[config.mk]
export PLATFORM = sky130hd
export DESIGN_NAME = egr_prc_fetch_rsp
export DESIGN_NICKNAME = d
export VERILOG_FILES = /design/src/rtl/egr_prc_fetch_rsp.sv
export SDC_FILE = /design/constraint.sdc
export NUM_CORES = 1
export LEC_CHECK = 0
export ABC_AREA = 1
export CAP_MARGIN = 40
export CORE_MARGIN = 5
export CORE_UTILIZATION = 40
export CTS_CLUSTER_SIZE = 12
export DETAILED_ROUTE_END_ITERATION = 10
export PLACE_DENSITY = 0.66
export SLEW_MARGIN = 5
export SYNTH_ARGS = -nofsm -noshare
export SYNTH_HDL_FRONTEND = slang
export SYNTH_SLANG_ARGS = --single-unit
[constraint.sdc]
create_clock -name clk -period 7.8 [get_ports clk]
set_input_delay 1.56 -clock clk [delete_from_list [all_inputs] [get_ports clk]]
set_output_delay 1.56 -clock clk [all_outputs]
set_load 0.02 [all_outputs]
[src/rtl/egr_prc_fetch_rsp.sv]
// PRC-side fetch responder: queues PFS segment-fetch requests, issues one memory read per
// segment and returns tagged SOP/EOP beats under credit flow control. Optional perf counters: EGR_PRC_FETCH_PERF_EN.
module egr_prc_fetch_rsp #(
  parameter int TAG_W     = 8,
  parameter int PTR_W     = 16,
  parameter int LEN_W     = 5,
  parameter int DATA_W    = 64,
  parameter int RD_LAT    = 2,
  parameter int REQ_DEPTH = 4,
  parameter int RSP_DEPTH = 8
) (
  input  logic              clk,
  input  logic              rst_n,
  input  logic              req_valid,
  output logic              req_ready,
  input  logic [TAG_W-1:0]  req_tag,
  input  logic [PTR_W-1:0]  req_ptr,
  input  logic [LEN_W-1:0]  req_nseg_m1,
  output logic              mem_rd_en,
  output logic [PTR_W-1:0]  mem_rd_addr,
  input  logic [DATA_W-1:0] mem_rd_data,
  output logic              rsp_valid,
  input  logic              rsp_ready,
  output logic [TAG_W-1:0]  rsp_tag,
  output logic              rsp_sop,
  output logic              rsp_eop,
  output logic [DATA_W-1:0] rsp_data,
  output logic              idle
`ifdef EGR_PRC_FETCH_PERF_EN
  ,
  output logic [31:0]       perf_req_cnt,
  output logic [31:0]       perf_seg_cnt
`endif
);

  localparam int REQ_AW = (REQ_DEPTH > 1) ? $clog2(REQ_DEPTH) : 1;
  localparam int RSP_AW = (RSP_DEPTH > 1) ? $clog2(RSP_DEPTH) : 1;
  localparam int REQ_CW = $clog2(REQ_DEPTH + 1);
  localparam int RSP_CW = $clog2(RSP_DEPTH + 1);

  typedef enum logic {S_IDLE, S_FETCH} state_t;

  function automatic logic [REQ_AW-1:0] req_inc(input logic [REQ_AW-1:0] p);
    return (p == REQ_AW'(REQ_DEPTH - 1)) ? '0 : p + 1'b1;
  endfunction

  function automatic logic [RSP_AW-1:0] rsp_inc(input logic [RSP_AW-1:0] p);
    return (p == RSP_AW'(RSP_DEPTH - 1)) ? '0 : p + 1'b1;
  endfunction

  // Request FIFO
  logic [TAG_W-1:0]  rq_tag_mem [REQ_DEPTH];
  logic [PTR_W-1:0]  rq_ptr_mem [REQ_DEPTH];
  logic [LEN_W-1:0]  rq_len_mem [REQ_DEPTH];
  logic [REQ_AW-1:0] rq_wr, rq_rd;
  logic [REQ_CW-1:0] rq_cnt;
  logic              rq_full, rq_empty, rq_push, rq_pop;

  assign rq_full   = (rq_cnt == REQ_CW'(REQ_DEPTH));
  assign rq_empty  = (rq_cnt == '0);
  assign req_ready = rst_n & ~rq_full;
  assign rq_push   = req_valid & req_ready;

  always_ff @(posedge clk) begin
    if (rq_push) begin
      rq_tag_mem[rq_wr] <= req_tag;
      rq_ptr_mem[rq_wr] <= req_ptr;
      rq_len_mem[rq_wr] <= req_nseg_m1;
    end
    if (!rst_n) begin
      rq_wr  <= '0;
      rq_rd  <= '0;
      rq_cnt <= '0;
    end else begin
      if (rq_push) rq_wr <= req_inc(rq_wr);
      if (rq_pop)  rq_rd <= req_inc(rq_rd);
      rq_cnt <= rq_cnt + REQ_CW'(rq_push) - REQ_CW'(rq_pop);
    end
  end

  // Issue FSM: IDLE issues segment 0 straight from the FIFO head so back-to-back requests have no bubble
  state_t            state;
  logic [TAG_W-1:0]  cur_tag;
  logic [PTR_W-1:0]  cur_ptr;
  logic [LEN_W-1:0]  cur_len, idx;
  logic [RSP_CW-1:0] inflight, rs_cnt;
  logic [RSP_CW:0]   crd_used;
  logic              credit, issue, iss_last, ret;
  logic [TAG_W-1:0]  iss_tag;
  logic [PTR_W-1:0]  iss_ptr;
  logic [LEN_W-1:0]  iss_len, iss_idx;

  assign crd_used = {1'b0, inflight} + {1'b0, rs_cnt};
  assign credit   = (crd_used < (RSP_CW + 1)'(RSP_DEPTH));

  always_comb begin
    rq_pop  = 1'b0;
    issue   = 1'b0;
    iss_tag = cur_tag;
    iss_ptr = cur_ptr;
    iss_len = cur_len;
    iss_idx = idx;
    if (rst_n) begin
      if (state == S_IDLE) begin
        if (!rq_empty) begin
          rq_pop  = 1'b1;
          issue   = credit;
          iss_tag = rq_tag_mem[rq_rd];
          iss_ptr = rq_ptr_mem[rq_rd];
          iss_len = rq_len_mem[rq_rd];
          iss_idx = '0;
        end
      end else begin
        issue = credit;
      end
    end
  end

  assign iss_last    = (iss_idx == iss_len);
  assign mem_rd_en   = issue;
  assign mem_rd_addr = issue ? (iss_ptr + PTR_W'(iss_idx)) : '0;

  always_ff @(posedge clk) begin
    if (rq_pop) begin
      cur_tag <= iss_tag;
      cur_ptr <= iss_ptr;
      cur_len <= iss_len;
    end
    if (!rst_n) begin
      state <= S_IDLE;
      idx   <= '0;
    end else if (issue) begin
      if (iss_last) begin
        state <= S_IDLE;
        idx   <= '0;
      end else begin
        state <= S_FETCH;
        idx   <= iss_idx + 1'b1;
      end
    end else if (rq_pop) begin
      state <= S_FETCH;
      idx   <= '0;
    end
  end

  // Sideband pipe p0..p(RD_LAT-1), aligned so the last stage meets mem_rd_data
  logic             sb_vld_p [RD_LAT];
  logic [TAG_W-1:0] sb_tag_p [RD_LAT];
  logic             sb_sop_p [RD_LAT];
  logic             sb_eop_p [RD_LAT];

  always_ff @(posedge clk) begin
    sb_tag_p[0] <= iss_tag;
    sb_sop_p[0] <= (iss_idx == '0);
    sb_eop_p[0] <= iss_last;
    for (int i = 1; i < RD_LAT; i++) begin
      sb_tag_p[i] <= sb_tag_p[i-1];
      sb_sop_p[i] <= sb_sop_p[i-1];
      sb_eop_p[i] <= sb_eop_p[i-1];
    end
    if (!rst_n) begin
      for (int i = 0; i < RD_LAT; i++) sb_vld_p[i] <= 1'b0;
    end else begin
      sb_vld_p[0] <= issue;
      for (int i = 1; i < RD_LAT; i++) sb_vld_p[i] <= sb_vld_p[i-1];
    end
  end

  assign ret = sb_vld_p[RD_LAT-1];

  always_ff @(posedge clk) begin
    if (!rst_n)            inflight <= '0;
    else if (issue & ~ret) inflight <= inflight + 1'b1;
    else if (ret & ~issue) inflight <= inflight - 1'b1;
  end

  // Response FIFO; credit accounting guarantees it never overflows
  logic [DATA_W-1:0] rs_data_mem [RSP_DEPTH];
  logic [TAG_W-1:0]  rs_tag_mem  [RSP_DEPTH];
  logic              rs_sop_mem  [RSP_DEPTH];
  logic              rs_eop_mem  [RSP_DEPTH];
  logic [RSP_AW-1:0] rs_wr, rs_rd;
  logic              rs_pop;

  assign rsp_valid = rst_n & (rs_cnt != '0);
  assign rs_pop    = rsp_valid & rsp_ready;
  assign rsp_data  = rsp_valid ? rs_data_mem[rs_rd] : '0;
  assign rsp_tag   = rsp_valid ? rs_tag_mem[rs_rd]  : '0;
  assign rsp_sop   = rsp_valid & rs_sop_mem[rs_rd];
  assign rsp_eop   = rsp_valid & rs_eop_mem[rs_rd];

  always_ff @(posedge clk) begin
    if (ret) begin
      rs_data_mem[rs_wr] <= mem_rd_data;
      rs_tag_mem[rs_wr]  <= sb_tag_p[RD_LAT-1];
      rs_sop_mem[rs_wr]  <= sb_sop_p[RD_LAT-1];
      rs_eop_mem[rs_wr]  <= sb_eop_p[RD_LAT-1];
    end
    if (!rst_n) begin
      rs_wr  <= '0;
      rs_rd  <= '0;
      rs_cnt <= '0;
    end else begin
      if (ret)    rs_wr <= rsp_inc(rs_wr);
      if (rs_pop) rs_rd <= rsp_inc(rs_rd);
      rs_cnt <= rs_cnt + RSP_CW'(ret) - RSP_CW'(rs_pop);
    end
  end

  assign idle = rst_n & rq_empty & (state == S_IDLE) & (inflight == '0) & (rs_cnt == '0);

`ifdef EGR_PRC_FETCH_PERF_EN
  function automatic logic [31:0] sat_inc(input logic [31:0] v);
    return (&v) ? v : v + 32'd1;
  endfunction

  always_ff @(posedge clk) begin
    if (!rst_n) begin
      perf_req_cnt <= '0;
      perf_seg_cnt <= '0;
    end else begin
      if (rq_push) perf_req_cnt <= sat_inc(perf_req_cnt);
      if (rs_pop)  perf_seg_cnt <= sat_inc(perf_seg_cnt);
    end
  end
`endif

endmodule

## Word-level counts from Yosys, hierarchy flattened

Memories as Yosys holds them, arrays and structs flattened. A register that Yosys moved wholly into a read port is not among the register bits.
Index checks and enable logic that the tools add are counted.

- Bits in registers: 56
- Bits in writable memories: 730
- Bits of input ports: 97
- Output and inout bits: 94
- Word-level logic and storage cells: 123
- Memories: 11

Memories:

| memory | words | bits a word | read ports | clocked after memory_dff | wr ports | RTL line | text |
|---|---|---|---|---|---|---|---|
| rs_data_mem | 8 | 64 | 1 | 1 | 1 | 178 | `logic [DATA_W-1:0] rs_data_mem [RSP_DEPTH];` |
| rq_ptr_mem | 4 | 16 | 1 | 1 | 1 | 53 | `logic [PTR_W-1:0] rq_ptr_mem [REQ_DEPTH];` |
| rs_tag_mem | 8 | 8 | 1 | 1 | 1 | 179 | `logic [TAG_W-1:0] rs_tag_mem [RSP_DEPTH];` |
| rq_tag_mem | 4 | 8 | 1 | 1 | 1 | 52 | `logic [TAG_W-1:0] rq_tag_mem [REQ_DEPTH];` |
| rq_len_mem | 4 | 5 | 1 | 1 | 1 | 54 | `logic [LEN_W-1:0] rq_len_mem [REQ_DEPTH];` |
| sb_tag_p | 2 | 8 | 2 | 0 | 2 | 148 | `logic [TAG_W-1:0] sb_tag_p [RD_LAT];` |
| +5 memories | -- | -- | -- | -- | -- | -- |  |

- Add/subtract/negate cells: 13
- $lt $le $gt $ge: 1
- Eq/ne operators: 6
- Muxes and demuxes: 55
- Bitwise gates (word level): 18
- Reduce and logical (&&, ||, !) cells: 7

Operators with widths:

| cell | number |
|---|---|
| $mux 16 | 4 |
| $mux 64 | 1 |
| $mux 5 | 9 |
| $mux 8 | 4 |
| $mux 3 | 10 |
| $mux 1 | 17 |
| $add 16x5->16 | 1 |
| $mux 2 | 8 |
| $and 1x1->1 | 12 |
| $eq 3x3->1 const B | 3 |
| $logic_not 4->1 | 2 |
| $mux 4 | 2 |
| $add 3x1->3 const B | 2 |
| $add 4x4->5 | 1 |
| $add 5x1->5 const B | 1 |
| $eq 5x5->1 | 1 |
| $logic_not 5->1 | 1 |
| $lt 5x4->1 const B | 1 |
| $add 2x1->2 const B | 2 |
| $add 4x1->4 | 1 |
| $add 4x1->4 const B | 1 |
| $eq 2x2->1 const B | 2 |
| $not 1->1 | 4 |
| $reduce_bool 2->1 | 2 |
| 7 further kinds | 8 |

## Longest topological paths before layout

- Depth after elaboration: 9
- Gate-level depth with buffers: 19
- Depth with buffers taken out: 18

## Least setup slack after synthesis

Ideal clock, no wire load.

- Path kind: input to output
- From: in rst_n
- To: out mem_rd_addr[8]
- Arrival: 4.122 ns
- Data required time: 6.240 ns
- Slack: 2.118 ns
- Stages on the path: 15
- Path buffers: 2
- Cells stage by stage: nand2_1 > inv_1 > nand2_2 > buf_4 > buf_2 > mux2_2 > ha_1 > fa_1 > nand3_1 > nand2_1 > nand2_1 > nand2_1 > nand3_2 > nor2_4 > nor3_1

- Longest elaborated chain between the ends: 3
- Elaborated cells between the ends (all ways): 5
- Those cells by class: 1 x add/sub; 4 x mux

Ends and longest elaborated chain:

| item | RTL line | text |
|---|---|---|
| start, declared | 13 | `input logic rst_n,` |
| $mux 16 | 103 | `if (rst_n) begin` |
| named net iss_ptr[0] | 90 | `logic [PTR_W-1:0] iss_ptr;` |
| $add 16x5->16 | 121 | `assign mem_rd_addr = issue ? (iss_ptr + PTR_W'(iss_idx)) : '0;` |
| $mux 16 | 121 |  |
| end, declared | 20 | `output logic [PTR_W-1:0] mem_rd_addr,` |

The timed path passes the listed nets, and every way through them passes these cells.

## Final worst setup path

- From: in rst_n
- To: out mem_rd_addr[14]

Same word-level chain as after synthesis.

==> summary.txt <==
Comb power frac: 27.2%
worst-path fanout max: 34
Worst Path Required: 6240 ps
Syn Area/Cell: 12.7 um^2
CTS Buffer Depth: 3
mux contribution to synthesized area: 0.396%
# nets final: 2764
worst relative slew slack: 32.1%
Clock Latency Late Sink: 630 ps
CTS Sinks: 791
CP top delay family: buffers and inverters
WS Path Type: in -> out
Final setup viols: 0
Final Critical Period: 6570 ps
TNS Setup: 0 ps
Synth area leaders: edfxtp_1 (71%), o21ai_0 (6.2%), nor2_1 (6.2%)
Root Buffer: clkbuf_16
Post-Synth XOR/XNOR Area: 0.140%
Non-Filler Instances: 3734
Reg2Reg Setup Slack: 4250 ps
row cnt: 102
top-area cell type share of the netlist area: 70.7%
largest family of logic cells by synthesized area: compound AO/OA/AOI/OAI gates
# IOs: 191
die width: 290 um
final instance area: 37100 um^2
Worst EP arrival: 5010 ps
final wirelength: 74.0 mm
Via Count: 19800
Seq/Total Area, Yosys: 74.2%
Leak: 12.5 nW
area grow syn2layout: 18.6%
CTS tree: yes
Fin Hold WS: 319 ps
placed inst area: 34400 um^2
Power Internal: 0.00838 W
Hold Crit Class: reg -> reg
vias in the first global route: 19900
CTS buffer count: 84
detailed placer's ending HPWL: 41.3 mm
Yosys top cell by area: edfxtp_1
critical path launch point: rst_n
pin count of the biggest net entering global routing: 217
crit-path max cell delay: 600 ps
initial core utilization: 40.3%
Max H-tree Level: 3
drt first-iter violations: 1379
total gr overflow: 0
Post-Syn Instances: 2467
syn_nets: 2597
Critical Path, Cell by Cell: clkdlybuf4s50_1 > nand2_1 > inv_1 > nand2_2 > buf_4 > o21ai_0 > ha_1 > nand3_1 > nand2_1 > nand2_1 > nand2_1 > nand3_2 > nor2_4 > nand3_1 > nand2_1 > inv_1 > nor2_2 > clkdlybuf4s50_1
worst slew pin tran: 1020 ps
status: completed
Core Footprint: 77600 um^2
achievable frequency: 0.152 GHz
Worst-path clk slew: 60 ps
clock share of power: 31.0%
fillers: 6836
fin crit share: 84.3%
die height: 290 um
Setup Fix Bufs, Post-CTS: 0
initial antenna violation count: 2
Placer Congestion: 0.856
Synth Area in Simple Gates: 10.1%
vias per std cell: 5.30
Synth Area in Compound Gates: 10.6%
R2R Path End: inflight[3]$_SDFFE_PN0P_
die area: 84000 um^2
Synth Area in Adders: 1.41%
CP bufs+invs: 5
CP dominant cell by count: nand2_1
post-CTS resize count: 0
CP Capture Type: output port
worst r2r src: inflight[1]$_SDFFE_PN0P_
WHS Path Cells: 0
post-synthesis register bit count: 791
Placed Cells: 3588
Initial DRT Pass Iterations: 5
Crit path depth: 18
first-pass GRT wire length: 113 mm
Net Sw Frac: 32.3%
Yosys Warn Count: 0
Post-Syn Area: 31300 um^2
cts hold-fix bufs: 0
R2R cell count: 15
Total GRT Usage: 17.3%
sequential power share: 41.8%
slowest CP cell: clkdlybuf4s50_1
Final Max Slew Viols: 0
Final Hold Vio Count: 0
RSZ-0062 raised after global routing: no
Synth cell types: 42
PortBufs: 190
Final Skew: 38.5 ps
Max IR drop VDD: 0.239 mV
ANT nets after route: 0
WL/cell: 19.8 um
max_cap viols: 0
critical path endpoint: mem_rd_addr[14]
layout cells sized above 1: 7.91%
Pwr Density: 334 nW/um^2
crit path launch type: primary input
Post-route DRC: 0
Sw Pwr: 0.00400 W
area by class of cell:
cell class | instances | area [um^2] | area share (%)
repair buffers | 231 | 2450 | 6.59
multi-input cells | 1442 | 7160 | 19.3
clock buffers | 113 | 2270 | 6.13
inverters | 84 | 325 | 0.877
clock inverters | 31 | 382 | 1.03
well taps | 1040 | 1300 | 3.51
diodes | 2 | 5.00 | 0.0135
flip-flops and latches | 791 | 23200 | 62.6
through the flow:
step / total power (W) / setup slack, ps / utilization, %
3_3_place_gp: 0.00849 / 1380 / 44.0
6_report: 0.0124 / 1230 / 47.8
5_1_grt: 0.0131 / 966 / 47.8
2_1_floorplan: 0.00740 / 2120 / -
4_1_cts: 0.0125 / 1280 / 47.8
3_5_place_dp: 0.00864 / 1310 / 44.4
metal layers:
metal / global-route usage (%) / wire [um]
met5: 0 / 20
met4: 5.33 / 1880
met3: 3.47 / 4720
met2: 29.8 / 36500
met1: 22.1 / 30800
how the worst min path moves through the flow:
stage | startpoint | to
after floorplan | sb_eop_p[0][0]$_DFF_P_ | sb_eop_p[0][1]$_DFF_P_
after global placement | sb_tag_p[0][5]$_DFF_P_ | sb_tag_p[0][13]$_DFF_P_
after detailed placement | sb_sop_p[0][0]$_DFF_P_ | sb_sop_p[0][1]$_DFF_P_
after CTS | sb_sop_p[0][0]$_DFF_P_ | sb_sop_p[0][1]$_DFF_P_
after global routing | sb_sop_p[0][0]$_DFF_P_ | sb_sop_p[0][1]$_DFF_P_
final | sb_sop_p[0][0]$_DFF_P_ | sb_sop_p[0][1]$_DFF_P_
power by group through the flow:
stage | Combinational, W | Clock (W) | Sequential, W
6_report | 0.00337 | 0.00384 | 0.00517
5_1_grt | 0.00374 | 0.00412 | 0.00520
4_1_cts | 0.00340 | 0.00394 | 0.00518
3_5_place_dp | 0.00338 | 0 | 0.00526
3_3_place_gp | 0.00320 | 0 | 0.00529
2_1_floorplan | 0.00223 | 0 | 0.00518
flip-flops by register name, summed over array words and instances (netlist names), 8 cells and up, named ones only:
name	cells
rs_data_mem	512
rq_ptr_mem	64
rq_tag_mem	32
rq_len_mem	20
cur_ptr	16
sb_tag_p	16
rs_tag_mem	64
cur_tag	8
rs_sop_mem	8
rs_eop_mem	8
cell families after synthesis:
logic type / count (synthesis)
fa+ha+maj: 33
buf+inv: 234
compound gates: 612
xor+xnor: 5
mux: 11
simple gates: 781
flops: 791
synthesized netlist by cell type, drive strengths merged:
master and instances:
edfxtp 737, nor2 521, o21ai 412, nand2 183
o22ai 86, inv 84, clkbuf 76, a31oi 75
buf 74, nand3 66, dfxtp 54, ha 29
a21oi 28, mux2 11, nor3 5, xor2 5
fa 4, o31ai 3, a21o 2, a32o 2
nand4 2, a211oi 1, a31o 1, and2 1
nand3b 1, nor4 1, o21a 1, o21bai 1
or2 1
layout by cell type (no fill, tap or decap), types with 28 or more instances in the layout:
master,n
a31oi_1,75
buf_4,28
clkbuf_16,87
clkdlybuf4s50_1,190
dfxtp_1,52
edfxtp_1,737
ha_1,29
inv_1,76
nand2_1,169
nand3_1,58
nor2_1,503
o21ai_0,389
o22ai_1,86
No activity file was read; power rests on OpenSTA's default activity.
